$ cat src/rtl/fetch_queue.sv
// fetch_queue: FIFO of fetched {Instr, PC, PC+4} between fetch and decode.
// The head entry falls through to decode. FullF stalls the PC. FlushQ empties
// the queue on a redirect.
module fetch_queue #(
    parameter int          XLEN  = 32,
    parameter int          DEPTH = 4,
    parameter logic [31:0] NOP   = 32'h0000_0013
) (
    input  logic                     clk,
    input  logic                     rst_n,
    input  logic                     ValidF,
    input  logic [31:0]              InstrF,
    input  logic [XLEN-1:0]          PCF,
    input  logic [XLEN-1:0]          PCPlus4F,
    input  logic                     FlushQ,
    input  logic                     StallD,
    output logic                     FullF,
    output logic                     ValidD,
    output logic [31:0]              InstrD,
    output logic [XLEN-1:0]          PCD,
    output logic [XLEN-1:0]          PCPlus4D,
    output logic [$clog2(DEPTH):0]   CountQ
);

    localparam int PTR_W = $clog2(DEPTH);
    localparam int CNT_W = PTR_W + 1;

    // Entry storage. It is never reset, because the pointers alone define
    // which entries are live.
    logic [31:0]      r_instr [DEPTH];
    logic [XLEN-1:0]  r_pc    [DEPTH];
    logic [XLEN-1:0]  r_pc4   [DEPTH];

    logic [PTR_W-1:0] r_wptr;
    logic [PTR_W-1:0] r_rptr;
    logic [CNT_W-1:0] r_count;

    logic             w_full;
    logic             w_valid;
    logic             w_enq;
    logic             w_deq;

    assign w_full  = (r_count == CNT_W'(DEPTH));
    assign w_valid = (r_count != '0);

    // A full queue refuses the enqueue even when a dequeue frees a slot in
    // the same cycle. This keeps FullF purely registered.
    assign w_enq = ValidF & ~w_full & ~FlushQ;
    assign w_deq = w_valid & ~StallD & ~FlushQ;

    // Write the incoming fetch bundle at the write pointer.
    always_ff @(posedge clk) begin
        if (w_enq) begin
            r_instr[r_wptr] <= InstrF;
            r_pc[r_wptr]    <= PCF;
            r_pc4[r_wptr]   <= PCPlus4F;
        end
    end

    // Update the pointers and occupancy. Reset has priority over flush,
    // and flush has priority over normal traffic.
    always_ff @(posedge clk) begin
        if (!rst_n) begin
            r_wptr  <= '0;
            r_rptr  <= '0;
            r_count <= '0;
        end else if (FlushQ) begin
            r_wptr  <= '0;
            r_rptr  <= '0;
            r_count <= '0;
        end else begin
            if (w_enq) begin
                r_wptr <= r_wptr + PTR_W'(1);
            end
            if (w_deq) begin
                r_rptr <= r_rptr + PTR_W'(1);
            end
            case ({w_enq, w_deq})
                2'b10:   r_count <= r_count + CNT_W'(1);
                2'b01:   r_count <= r_count - CNT_W'(1);
                default: r_count <= r_count;
            endcase
        end
    end

    assign FullF    = w_full;
    assign ValidD   = w_valid;
    assign CountQ   = r_count;
    assign InstrD   = w_valid ? r_instr[r_rptr] : NOP;
    assign PCD      = w_valid ? r_pc[r_rptr]    : '0;
    assign PCPlus4D = w_valid ? r_pc4[r_rptr]   : '0;

endmodule

$ cat config.mk
export PLATFORM = sky130hd
export DESIGN_NAME = fetch_queue
export DESIGN_NICKNAME = d
export VERILOG_FILES = /design/src/rtl/fetch_queue.sv
export SDC_FILE = /design/constraint.sdc
export NUM_CORES = 1
export LEC_CHECK = 0
export BUFFER_PORTS_ARGS = -buffer_cell sky130_fd_sc_hd__buf_2
export CAP_MARGIN = 25
export CORE_ASPECT_RATIO = 0.7
export CORE_MARGIN = 2
export CORE_UTILIZATION = 55
export DETAILED_ROUTE_END_ITERATION = 16
export HOLD_SLACK_MARGIN = 0.15
export PLACE_DENSITY_LB_ADDON = 0.2
export SYNTH_ARGS = -nofsm -noshare
export SYNTH_HDL_FRONTEND = slang
export SYNTH_SLANG_ARGS = --single-unit
$ cat constraint.sdc
create_clock -name clk -period 8.7 [get_ports clk]
set_input_delay 0.435 -clock clk [delete_from_list [all_inputs] [get_ports clk]]
set_output_delay 0.435 -clock clk [all_outputs]
set_load 0.005 [all_outputs]
After elaboration in Yosys (flattened, before gate mapping)
Memory sizes are Yosys's and may differ from the RTL's. A register that Yosys moved wholly into a read port is not among the register bits.
Cells that the tools add are included.
Cells by class
  add/sub/neg operators: 4
  eq/ne operators: 3
  muxes and demuxes: 12
  bitwise logic cells: 8
  reduce and logical (&&, ||, !) cells: 3
Operators with widths (count)
  2-to-1 mux 32 bit: 3
  2-to-1 mux 2 bit: 6
  one-hot mux 3 bit (2 select lines): 1
  adder 2 x 1 -> 2 bit (second input constant): 2
  AND 1 bit: 4
  NOT 1 bit: 4
  adder 3 x 1 -> 3 bit (second input constant): 1
  == test 3 bit (second input constant): 1
  nonzero test 3 bit: 1
  subtractor 3 x 1 -> 3 bit (second input constant): 1
  == test 2 x 1 -> 1 bit (second input constant): 1
  == test 2 bit (second input constant): 1
  2-to-1 mux 1 bit: 2
  nonzero test 2 bit: 1
  OR reduction 2 bit: 1
Word-level totals
  register bits: 7
  bits in writable memories: 384
  bits of input ports: 101
  output and inout port bits: 101
  logic and storage cells: 36
  memories kept: 3
Memory list
  r_instr: words 4, width 32, read ports 1, clocked after memory_dff 1, write ports 1, RTL line 30  | logic [31:0] r_instr [DEPTH];
  r_pc: words 4, width 32, read ports 1, clocked after memory_dff 1, write ports 1, RTL line 31  | logic [XLEN-1:0] r_pc [DEPTH];
  r_pc4: words 4, width 32, read ports 1, clocked after memory_dff 1, write ports 1, RTL line 32  | logic [XLEN-1:0] r_pc4 [DEPTH];

Longest topological paths before layout
Gate-level depths: netlist of run 1.
  depth in word-level cells: 6
  depth in mapped cells: 9

Worst setup path after synthesis of run 1
No wires, ideal clock.
  kind: input -> register
  start: in ValidF
  end: mem r_instr[0][0] (enable)
  library setup time: 466 ps
  data arrival time: 2973 ps
  data required time: 8234 ps
  setup slack: 5261 ps
  stages: 2
  buffers on the path: 0
  cell sequence: nor2b_1 > and3_1
On the way
  word-level cells in the longest chain between the ends: 4
Ends and longest elaborated chain
  from (decl): RTL line 11  | input logic ValidF,
  AND 1 bit (2 in a row): RTL line 48  | assign w_enq = ValidF & ~w_full & ~FlushQ;
  2-to-1 mux 1 bit: RTL line 53  | if (w_enq) begin
  2-to-1 mux 1 bit (not written as such): RTL line 54  | r_instr[r_wptr] <= InstrF;
  to (decl): RTL line 30
No other way between the ends.

==> results of run 1 <==
## worst register-to-register path: stages, from the launching register on
cell,delay (ns)
dfxtp_1,0.44
or3b_1,0.29
and3_4,0.69
buf_4,0.78
## worst max-delay path by stage
stage,start,endpoint,depth (start not counted)
after floorplan,ValidF,r_instr[0][0],2
after detailed placement,register,InstrD[24],5
final,register,InstrD[12],5
after CTS,register,InstrD[28],5
after global routing,register,InstrD[12],5
after global placement,register,InstrD[12],4
## power groups by stage
stage          combinational (mW)  clock, mW  sequential (mW)
2_1_floorplan              0.0603          0             2.15
3_3_place_gp                0.125          0             2.15
3_5_place_dp                0.133          0             2.15
4_1_cts                     0.169       1.63             2.11
5_1_grt                     0.182       1.71             2.11
6_report                    0.167       1.60             2.11
## cell families after synthesis
| group | synth area share, % |
|---|---|
| mux | 14.5 |
| compound gates | 0.301 |
| flops | 78.2 |
| buf+inv | 1.46 |
| fa+ha+maj | 0.551 |
| xor+xnor | 0.117 |
| simple gates | 4.87 |
## layer usage
layer / vias to the layer above / wire [um]
li1: 3341 / -
met1: 3857 / 12300
met2: 249 / 14700
met3: 40 / 1920
met4: 0 / 428
met5: - / 0
## cell usage after synthesis
library cell | instances | area share, %
nand2b_1 | 2 | 0.084
nor2b_1 | 2 | 0.084
and3_1 | 4 | 0.17
buf_12 | 1 | 0.13
fa_1 | 1 | 0.13
xor2_1 | 2 | 0.12
or3b_1 | 1 | 0.058
dfxtp_1 | 9 | 1.2
edfxtp_1 | 384 | 77
o31ai_1 | 1 | 0.050
a21oi_1 | 4 | 0.13
buf_2 | 12 | 0.40
o21ai_0 | 2 | 0.067
nor2_1 | 3 | 0.075
mux4_2 | 96 | 14
buf_6 | 5 | 0.38
nor3_2 | 1 | 0.067
or2_1 | 3 | 0.13
ha_1 | 5 | 0.42
nand2_1 | 3 | 0.075
mux2i_1 | 1 | 0.067
inv_1 | 8 | 0.20
nand4_1 | 1 | 0.042
nor3_1 | 1 | 0.033
clkbuf_1 | 14 | 0.35
o211ai_1 | 1 | 0.050
and2_1 | 94 | 3.9
or4_1 | 1 | 0.050
or3_1 | 2 | 0.084
## layout make-up
type	count	area, sq um
flip-flops and latches	393	11700
clock inverters	16	153
fillers	1752	8180
diodes	3	7.51
well taps	364	455
multi-input cells	231	3070
repair buffers	307	2100
inverters	8	30.0
clock buffers	51	1060
## registers in the layout, indices dropped and copies added (netlist names), named ones only
signal   cells
CountQ       3
r_instr    128
r_pc       128
r_pc4      128
r_rptr       2
r_wptr       2
==> metrics.md, run 1 <==
| Metric | Value |
|---|---|
| RSZ-0062 raised after global routing | no |
| Via density | 5.45 |
| Clk pwr share | 41.2% |
| Commonest non-fill, non-tap cells in the layout | edfxtp_1, buf_2, mux4_2, dlygate4sd3_1, and2_1 |
| Core Region | 0.0268 sq mm |
| Placed inst area | 0.0164 sq mm |
| Die Height | 142 um |
| WP buf/inv | 3 |
| Ratio of cells with drive above 1 in the final layout | 36.3% |
| Core Util, Final | 69.5% |
| Capture point of the worst reg-to-reg path | r_pc4[0][16] |
| Die ar. | 0.0286 sq mm |
| Fin cells | 1373 |
| Antenna-violating nets left | 0 |
| Final number of setup-violating endpoints | 0 |
| Post-layout min period | 3.67 ns |
| Period utilization | 42.2% |
| Total grt overflow | 0 |
| Final Max Tran Viols | 0 |
| Worst Hold Launch | StallD |
| FF-to-FF path depth | 3 |
| Highest Clock Rate | 273 MHz |
| Worst setup path category | reg2out |
| Final hold vios | 0 |
| GP Congestion | 0.766 |
| Setup_tns | 0 ns |
| Die X-Extent | 201 um |
| Post-DP HPWL | 17000 um |
| CTS tree | built |
| Clk_skew | 0.00923 ns |
| Port Buffers | 201 |
| Worst hold path class | in2reg |
| Vias in the first global route | 8040 |
| First-pass detailed-route iteration total | 7 |
| GRT Overall Usage | 20.9% |
| TritonCTS Buffers | 38 |
| Met1 Use GR | 29.1% |
| Io pins | 202 |
| Starting DRT DRC Count | 480 |
| Data required, critical path | 8.27 ns |
| Root buffer cell | clkbuf_16 |
| Met3 usage | 4.69% |
| Hold Path Cell Cnt | 3 |
| Clk_lat worst skew | 0.52 ns |
| Register bit count reported by yosys | 393 |
| Max cap viols | 0 |
| Max IR drop VDD | 0.181 mV |
| Cell Chain, Critical Path | buf_16, buf_4, mux4_2, and2_1, buf_2 |
| Fin nets | 1086 |
| Global route hottest layer | met2 |
| Max stage delay on crit path | 0.73 ns |
| Crit Reg-Reg Startpoint | CountQ[1] |
| Max-slew headroom | 39.6% |
| Final worst slack | 5.03 ns |
| Initial antenna violation count | 2 |
| Synth warnings | 0 |
| Post-route cell area | 0.0186 sq mm |
| Drt drc | 0 |
| Pre-CTS setup slack | 5.46 ns |
| Post-CTS Resized | 0 |
| Crit path arrival time | 3.23 ns |
| Placed insts | 1207 |
| WL per Instance | 21.3 um |
| Internal power | 3.14 mW |
| Hold buffers post-CTS | 96 |
| R2r setup slk | 6.07 ns |
| DRT Wirelength | 29300 um |
| Final Power | 3.88 mW |
| Post-Synthesis Net Count | 771 |
| Seq/Total Area, Yosys | 78.2% |
| Row cnt | 50 |
| Area Growth Syn to Fin | 24.2% |
| Vias | 7487 |
| Largest net degree at the start of global routing | 63 |
| Setup Fix Bufs, Post-CTS | 0 |
| Outcome | completed |
| Post-Synthesis Cells | 664 |
| CP max stage cell | buf_4 |
| Initial Utilization | 55.9% |
| Cell area after synthesis | 0.0150 sq mm |
| Crit path capture type | output pin |
| First-pass GRT wire length | 45400 um |
| H-tree Lvls | 2 |
| CP Launch Type | register |
| Worst-path clk slew | 0.06 ns |
| Synth unique cells | 29 |
| Measured slew at the worst slew-check pin | 0.906 ns |
| Sw frac | 19.0% |
| Maximum clock path buffer count | 3 |
| WHS | 0.253 ns |
| Leading cell type in the layout, fill and taps excluded | edfxtp_1 |
| Crit path max-delay family | buffers and inverters |
| GRT met2 Usage | 34.7% |
| Leakage | 6.45 nW |
| Logic pwr share | 4.3% |
| Pwr per Cell Area | 209 mW/mm^2 |
| Syn_area_per_cell | 22.6 sq um |
| # clock sinks | 393 |
| Critical path fanouts, max | 45 |
| Net Sw Power | 736 uW |
| Flop pwr share | 54.5% |
Power figures use the tool's default switching activity.
==> run 2: changes to the inputs <==
--- a/config.mk
+++ b/config.mk
@@ -5,6 +5,7 @@
 export SDC_FILE = /design/constraint.sdc
 export NUM_CORES = 1
 export LEC_CHECK = 0
+export ABC_AREA = 1
 export BUFFER_PORTS_ARGS = -buffer_cell sky130_fd_sc_hd__buf_2
 export CAP_MARGIN = 25
 export CORE_ASPECT_RATIO = 0.7
==> constraint.sdc (replaced) <==
create_clock -name clk -period 3.7 [get_ports clk]
set_input_delay 0.185 -clock clk [delete_from_list [all_inputs] [get_ports clk]]
set_output_delay 0.185 -clock clk [all_outputs]
set_load 0.005 [all_outputs]
==> run 2 against run 1 <==
Sequential power is 140% higher; via count up 35%; die area up 2.8%; largest cell class unchanged; highest routed layer unchanged.
==> metrics.md, run 2 <==
| Metric | Value |
|---|---|
| Top Registers | r_instr (128), r_pc4 (128), r_pc (128) |
| Final Power | 9.28 mW |
| Max cap viols | 0 |
| Vias in the first global route | 9656 |
| Most frequent cell after synthesis | nor2_1 |
| Filler cells | 1994 |
| Area contributors post-synth | edfxtp_1, nor2_1, o21ai_0 |
| Worst-path clk slew | 0.06 ns |
| Measured slew at the worst slew-check pin | 0.919 ns |
| Max IR drop VDD | 0.411 mV |
| Die X-Extent | 204 um |
| RSZ-0062 raised after global routing | no |
| Seq/Total Area, Yosys | 76.0% |
| Final Max Tran Viols | 0 |
| Vias | 10083 |
| Highest Clock Rate | 329 MHz |
| Leakage | 6.96 nW |
| Leading area contributor after synthesis | edfxtp_1 |
| Post-Synthesis Cells | 1207 |
| Pwr per Cell Area | 491 mW/mm^2 |
| Drt drc | 0 |
| Final worst slack | 0.664 ns |
| Worst setup path category | reg2out |
| Die ar. | 0.0294 sq mm |
| Setup_tns | 0 ns |
| Number of flops mapped to enable cells by yosys | 384 |
| Final hold vios | 0 |
| Period utilization | 82.1% |
| Port Buffers | 201 |
| Max-slew headroom | 38.7% |
| # clock sinks | 393 |
| Area occupied by multi-input gates | 0.00316 sq mm |
| Outcome | completed |
| Initial Utilization | 55.6% |
| Async SR Flop Fraction | 0% |
| CTS tree | built |
| Final number of setup-violating endpoints | 0 |
| FF-to-FF path depth | 12 |
| Post-synth top flop | edfxtp_1 |
| Post-CTS Resized | 0 |
| Synth top area share | 74.9% |
| Data required, critical path | 3.51 ns |
| Post-layout min period | 3.04 ns |
| Io pins | 202 |
| Storage element area | 0.0117 sq mm |
| Commonest non-fill, non-tap cells in the layout | edfxtp_1, nor2_1, buf_2 |
| Critical path fanouts, max | 40 |
| Root buffer cell | clkbuf_16 |
| DRT Wirelength | 34100 um |
| Register bit count reported by yosys | 393 |
| Maximum clock path buffer count | 3 |
| WL per Instance | 18.0 um |
| Fin nets | 1600 |
| First-pass GRT wire length | 52000 um |
| Crit path arrival time | 2.85 ns |
| Setup Fix Bufs, Post-CTS | 0 |
| Die Height | 144 um |
| Ratio of cells with drive above 1 in the final layout | 18.3% |
| Synth unique cells | 17 |
| Cell area after synthesis | 0.0154 sq mm |
| Placed insts | 1722 |
| Area Growth Syn to Fin | 22.8% |
| Initial antenna violation count | 5 |
| Clk_skew | 0.0173 ns |
| Row cnt | 51 |
| Post-route cell area | 0.0189 sq mm |
| Hold Path Cell Cnt | 2 |
| Clk_lat worst skew | 0.53 ns |
| Worst hold path class | in2reg |
| Pre-CTS setup slack | 1.23 ns |
| Largest net degree at the start of global routing | 193 |
| Starting DRT DRC Count | 840 |
| Post-DP HPWL | 17700 um |
| Core Util, Final | 68.3% |
| Syn_area_per_cell | 12.8 sq um |
| Placed inst area | 0.0166 sq mm |
| Fin cells | 1897 |
| H-tree Lvls | 2 |
| GRT Overall Usage | 22.9% |
| Via density | 5.32 |
| Total grt overflow | 0 |
| Leading cell type in the layout, fill and taps excluded | edfxtp_1 |
| WHS | 0.413 ns |
| Core Region | 0.0277 sq mm |
| Synth top cells by count | nor2_1, edfxtp_1, o21ai_0 |
| Post-Synthesis Net Count | 1314 |
| Synth warnings | 0 |
| First-pass detailed-route iteration total | 5 |
| CP Launch Type | register |
| TritonCTS Buffers | 38 |
| Antenna-violating nets left | 0 |
| Crit path capture type | output pin |
| GP Congestion | 0.738 |
[run 2: area by class of cell]
cell class | instances | area share [%]
clock inverters | 16 | 0.939
diodes | 5 | 0.0662
inverters | 22 | 0.463
clock buffers | 52 | 5.64
repair buffers | 319 | 11.7
well taps | 371 | 2.45
multi-input cells | 719 | 16.7
flip-flops and latches | 393 | 62.0
[run 2: metal layers]
layer  GRT usage [%]  routed length, um  share of wire, %  vias up
met5               0                  0                 0        -
met4            6.41                553               1.6        0
met3            4.03               2040               6.0       47
met2            36.1              16000                47      324
met1            33.4              15500                46     4861
li1                -                  -                 -     4851
[run 2: critical path: stages (launching register included)]
cell and delay (ns):
dfxtp_1 0.37, nor2_1 0.07, nand2_1 0.27, clkinv_2 0.59
buf_4 0.52, a21oi_1 0.30, buf_2 0.17
[run 2: kinds of logic after synthesis]
kind of cell / count (synthesis) / synth area share (%)
AOI/OAI and AO/OA: 294 / 9.55
and+or+nand+nor: 419 / 10.3
adders and majority gates: 6 / 0.536
DFF: 393 / 76.0
buffers and inverters: 95 / 3.64
[run 2: what timing repair did]
| item | CTS | global route |
|---|---|---|
| endpoints found under the hold margin | 393 | 0 |
| hold buffers | 102 | 0 |
| endpoints found under the setup margin | 0 | 0 |
[run 2: final timing paths]
kind | startpoint | to | slack (ns)
max | CountQ[0] | InstrD[29] | 0.66
min | PCPlus4F[31] | r_pc4[3][31] | 0.41
max reg2reg | CountQ[1] | CountQ[2] | 1.53
min reg2reg | CountQ[0] | CountQ[0] | 0.51
[run 2: report_power, final]
part	leakage, nW	total, mW	internal (mW)	switching (mW)
clock network	0.610	3.86	2.30	1.56
registers	3.56	4.97	4.95	0.0150
logic	2.78	0.450	0.194	0.256
==> run 3: changes to the inputs <==
--- a/config.mk
+++ b/config.mk
@@ -10,7 +10,7 @@
 export CAP_MARGIN = 25
 export CORE_ASPECT_RATIO = 0.7
 export CORE_MARGIN = 2
-export CORE_UTILIZATION = 55
+export CORE_UTILIZATION = 52
 export DETAILED_ROUTE_END_ITERATION = 16
 export HOLD_SLACK_MARGIN = 0.15
 export PLACE_DENSITY_LB_ADDON = 0.2
==> constraint.sdc (replaced) <==
create_clock -name clk -period 2.7 [get_ports clk]
set_input_delay 0.135 -clock clk [delete_from_list [all_inputs] [get_ports clk]]
set_output_delay 0.135 -clock clk [all_outputs]
set_load 0.005 [all_outputs]
==> run 3 against run 2 <==
Combinational power increased by 40%; flip-flop and latch count unchanged; core utilization decreased by 3.2 points; clock skew decreased by 0.0079 ns; wire length increased by 1.2%; critical path depth unchanged; sequential power increased by 37%; clock power increased by 29%; cell count increased by 0.16%; count of clock-buffer cells in the layout increased by 1; worst hold slack got worse by 0.062 ns; largest power group unchanged.
==> metrics.md, run 3 (synthesized netlist as in run 2, its figures left out) <==
| Metric | Value |
|---|---|
| Outcome | completed |
| CTS tree | built |
| Via density | 5.33 |
| Leakage | 6.93 nW |
| Commonest non-fill, non-tap cells in the layout | edfxtp_1, nor2_1, buf_2 |
| Max stage delay on crit path | 0.37 ns |
| Clk pwr share | 40.1% |
| Critical path fanouts, max | 17 |
| Net Sw Power | 2.48 mW |
| GP Congestion | 0.772 |
| Worst hold path class | in2reg |
| Hold Path Cell Cnt | 2 |
| Crit path capture type | output pin |
| Crit path arrival time | 2.30 ns |
| Setup Fix Bufs, Post-CTS | 0 |
| Max cap viols | 0 |
| First-pass GRT wire length | 53200 um |
| Highest Clock Rate | 411 MHz |
| Period utilization | 90.1% |
| Fin nets | 1602 |
| Max-slew headroom | 52.0% |
| WL per Instance | 18.1 um |
| RSZ-0062 raised after global routing | no |
| H-tree Lvls | 2 |
| Max IR drop VDD | 0.543 mV |
| Internal power | 9.94 mW |
| Maximum clock path buffer count | 3 |
| Pwr per Cell Area | 657 mW/mm^2 |
| Die X-Extent | 210 um |
| WP buf/inv | 4 |
| FF-to-FF path depth | 11 |
| Final number of setup-violating endpoints | 0 |
| Setup_tns | 0 ns |
| Post-route cell area | 0.0189 sq mm |
| Ratio of cells with drive above 1 in the final layout | 18.1% |
| Row cnt | 52 |
| Measured slew at the worst slew-check pin | 0.720 ns |
| Final hold vios | 0 |
| CP max stage cell | dfxtp_1 |
| Clk_lat worst skew | 0.53 ns |
| Sw frac | 20.0% |
| Data required, critical path | 2.57 ns |
| Worst setup path category | reg2out |
| Flop pwr share | 54.8% |
| Total grt overflow | 0 |
| Leading cell type in the layout, fill and taps excluded | edfxtp_1 |
| Initial antenna violation count | 0 |
| Filler cells | 2150 |
| Hold buffers post-CTS | 100 |
| Worst-path clk slew | 0.06 ns |
| Final Max Tran Viols | 0 |
| Post-CTS Resized | 0 |
| Cell Chain, Critical Path | inv_1, nand2_1, clkinv_2, buf_4, a21oi_1, buf_2 |
| Area Growth Syn to Fin | 22.6% |
| Io pins | 202 |
| Vias in the first global route | 9911 |
| Antenna-violating nets left | 0 |
| Clk_skew | 0.00934 ns |
| Critical path depth | 6 |
| Core Region | 0.0290 sq mm |
| Placed inst area | 0.0167 sq mm |
| Crit path max-delay family | buffers and inverters |
| TritonCTS Buffers | 38 |
| Drt drc | 0 |
| Top Registers | r_instr (128), r_pc4 (128), r_pc (128) |
| First-pass detailed-route iteration total | 5 |
| Final Power | 12.4 mW |
| Port Buffers | 201 |
| CP Launch Type | register |
| Largest net degree at the start of global routing | 111 |
| # clock sinks | 393 |
| GRT Overall Usage | 22.2% |
| Vias | 10128 |
| DRT Wirelength | 34500 um |
| Initial Utilization | 53.1% |
| Post-layout min period | 2.43 ns |
| Logic pwr share | 5.1% |
| Post-DP HPWL | 18600 um |
| Die Height | 148 um |
| # diodes | 0 |
| Starting DRT DRC Count | 872 |
| Die ar. | 0.0310 sq mm |
| Root buffer cell | clkbuf_16 |
==> run 3: changes by cell type in the layout (fill, tap and decap cells not counted) <==
cell           before  now
buf_12              6   10
bufinv_16           4    1
clkbuf_8            0    1
clkinv_1            5   10
clkinv_2            8    4
clkinv_4            1    0
clkinvlp_4          0    1
diode_2             5    0
dlygate4sd3_1     102  100
==> run 3: worst reg2reg max path, cell delays in order, from the launching register on <==
cell	delay, ns
dfxtp_1	0.34
nor2_1	0.15
nand2_1	0.12
nand2_1	0.37
ha_1	0.25
inv_1	0.07
fa_1	0.39
nand2_1	0.09
nand3_1	0.09
nand2_1	0.07
nand2_1	0.05
nor2_1	0.12
==> run 3: layout make-up <==
class,instances,area (sq um),share of cell area (%)
multi-input combinational,719,3160,16.7
clock inverter,14,85.1,0.450
sequential,393,11700,62.0
inverter,22,87.6,0.464
clock buffer,53,1080,5.72
timing repair buffer,321,2280,12.1
tap,378,473,2.50
==> run 3: path summary, 6_finish.rpt <==
kind / start / end / slack (ns)
max: CountQ[2] / PCPlus4D[7] / 0.27
min: PCF[9] / r_pc[1][9] / 0.35
max reg2reg: CountQ[1] / CountQ[2] / 0.54
min reg2reg: CountQ[0] / CountQ[0] / 0.50
==> run 3: layer usage <==
layer  GRT usage, %  up-vias  routed length, um  part of all wire (%)
met5              0        -                  0                     0
met4           6.13        0                595                   1.7
met3           3.59       47               2010                   5.8
met2           36.4      289              16700                    48
met1           31.2     4952              15200                    44
li1               -     4840                  -                     -
==> run 3: power by group through the flow <==
stage          Sequential (mW)  Clock (mW)  Combinational (mW)
2_1_floorplan             6.94           0               0.229
3_3_place_gp              6.93           0               0.503
3_5_place_dp              6.94           0               0.513
4_1_cts                   6.81        5.08               0.631
5_1_grt                   6.81        5.32               0.694
6_report                  6.81        4.98               0.629
==> run 3: through the flow <==
stage / instances / setup slack (ns) / hold slack (ns) / utilization (%)
2_1_floorplan: 1207 / -0.966 / 0.234 / -
3_5_place_dp: 1733 / 0.561 / 0.353 / 57.6
4_1_cts: 1900 / 0.213 / 0.332 / 65.1
6_report: 1900 / 0.266 / 0.351 / 65.1
3_3_place_gp: 1733 / 0.626 / 0.351 / 57.6
5_1_grt: 1900 / 0.0815 / 0.353 / 65.1
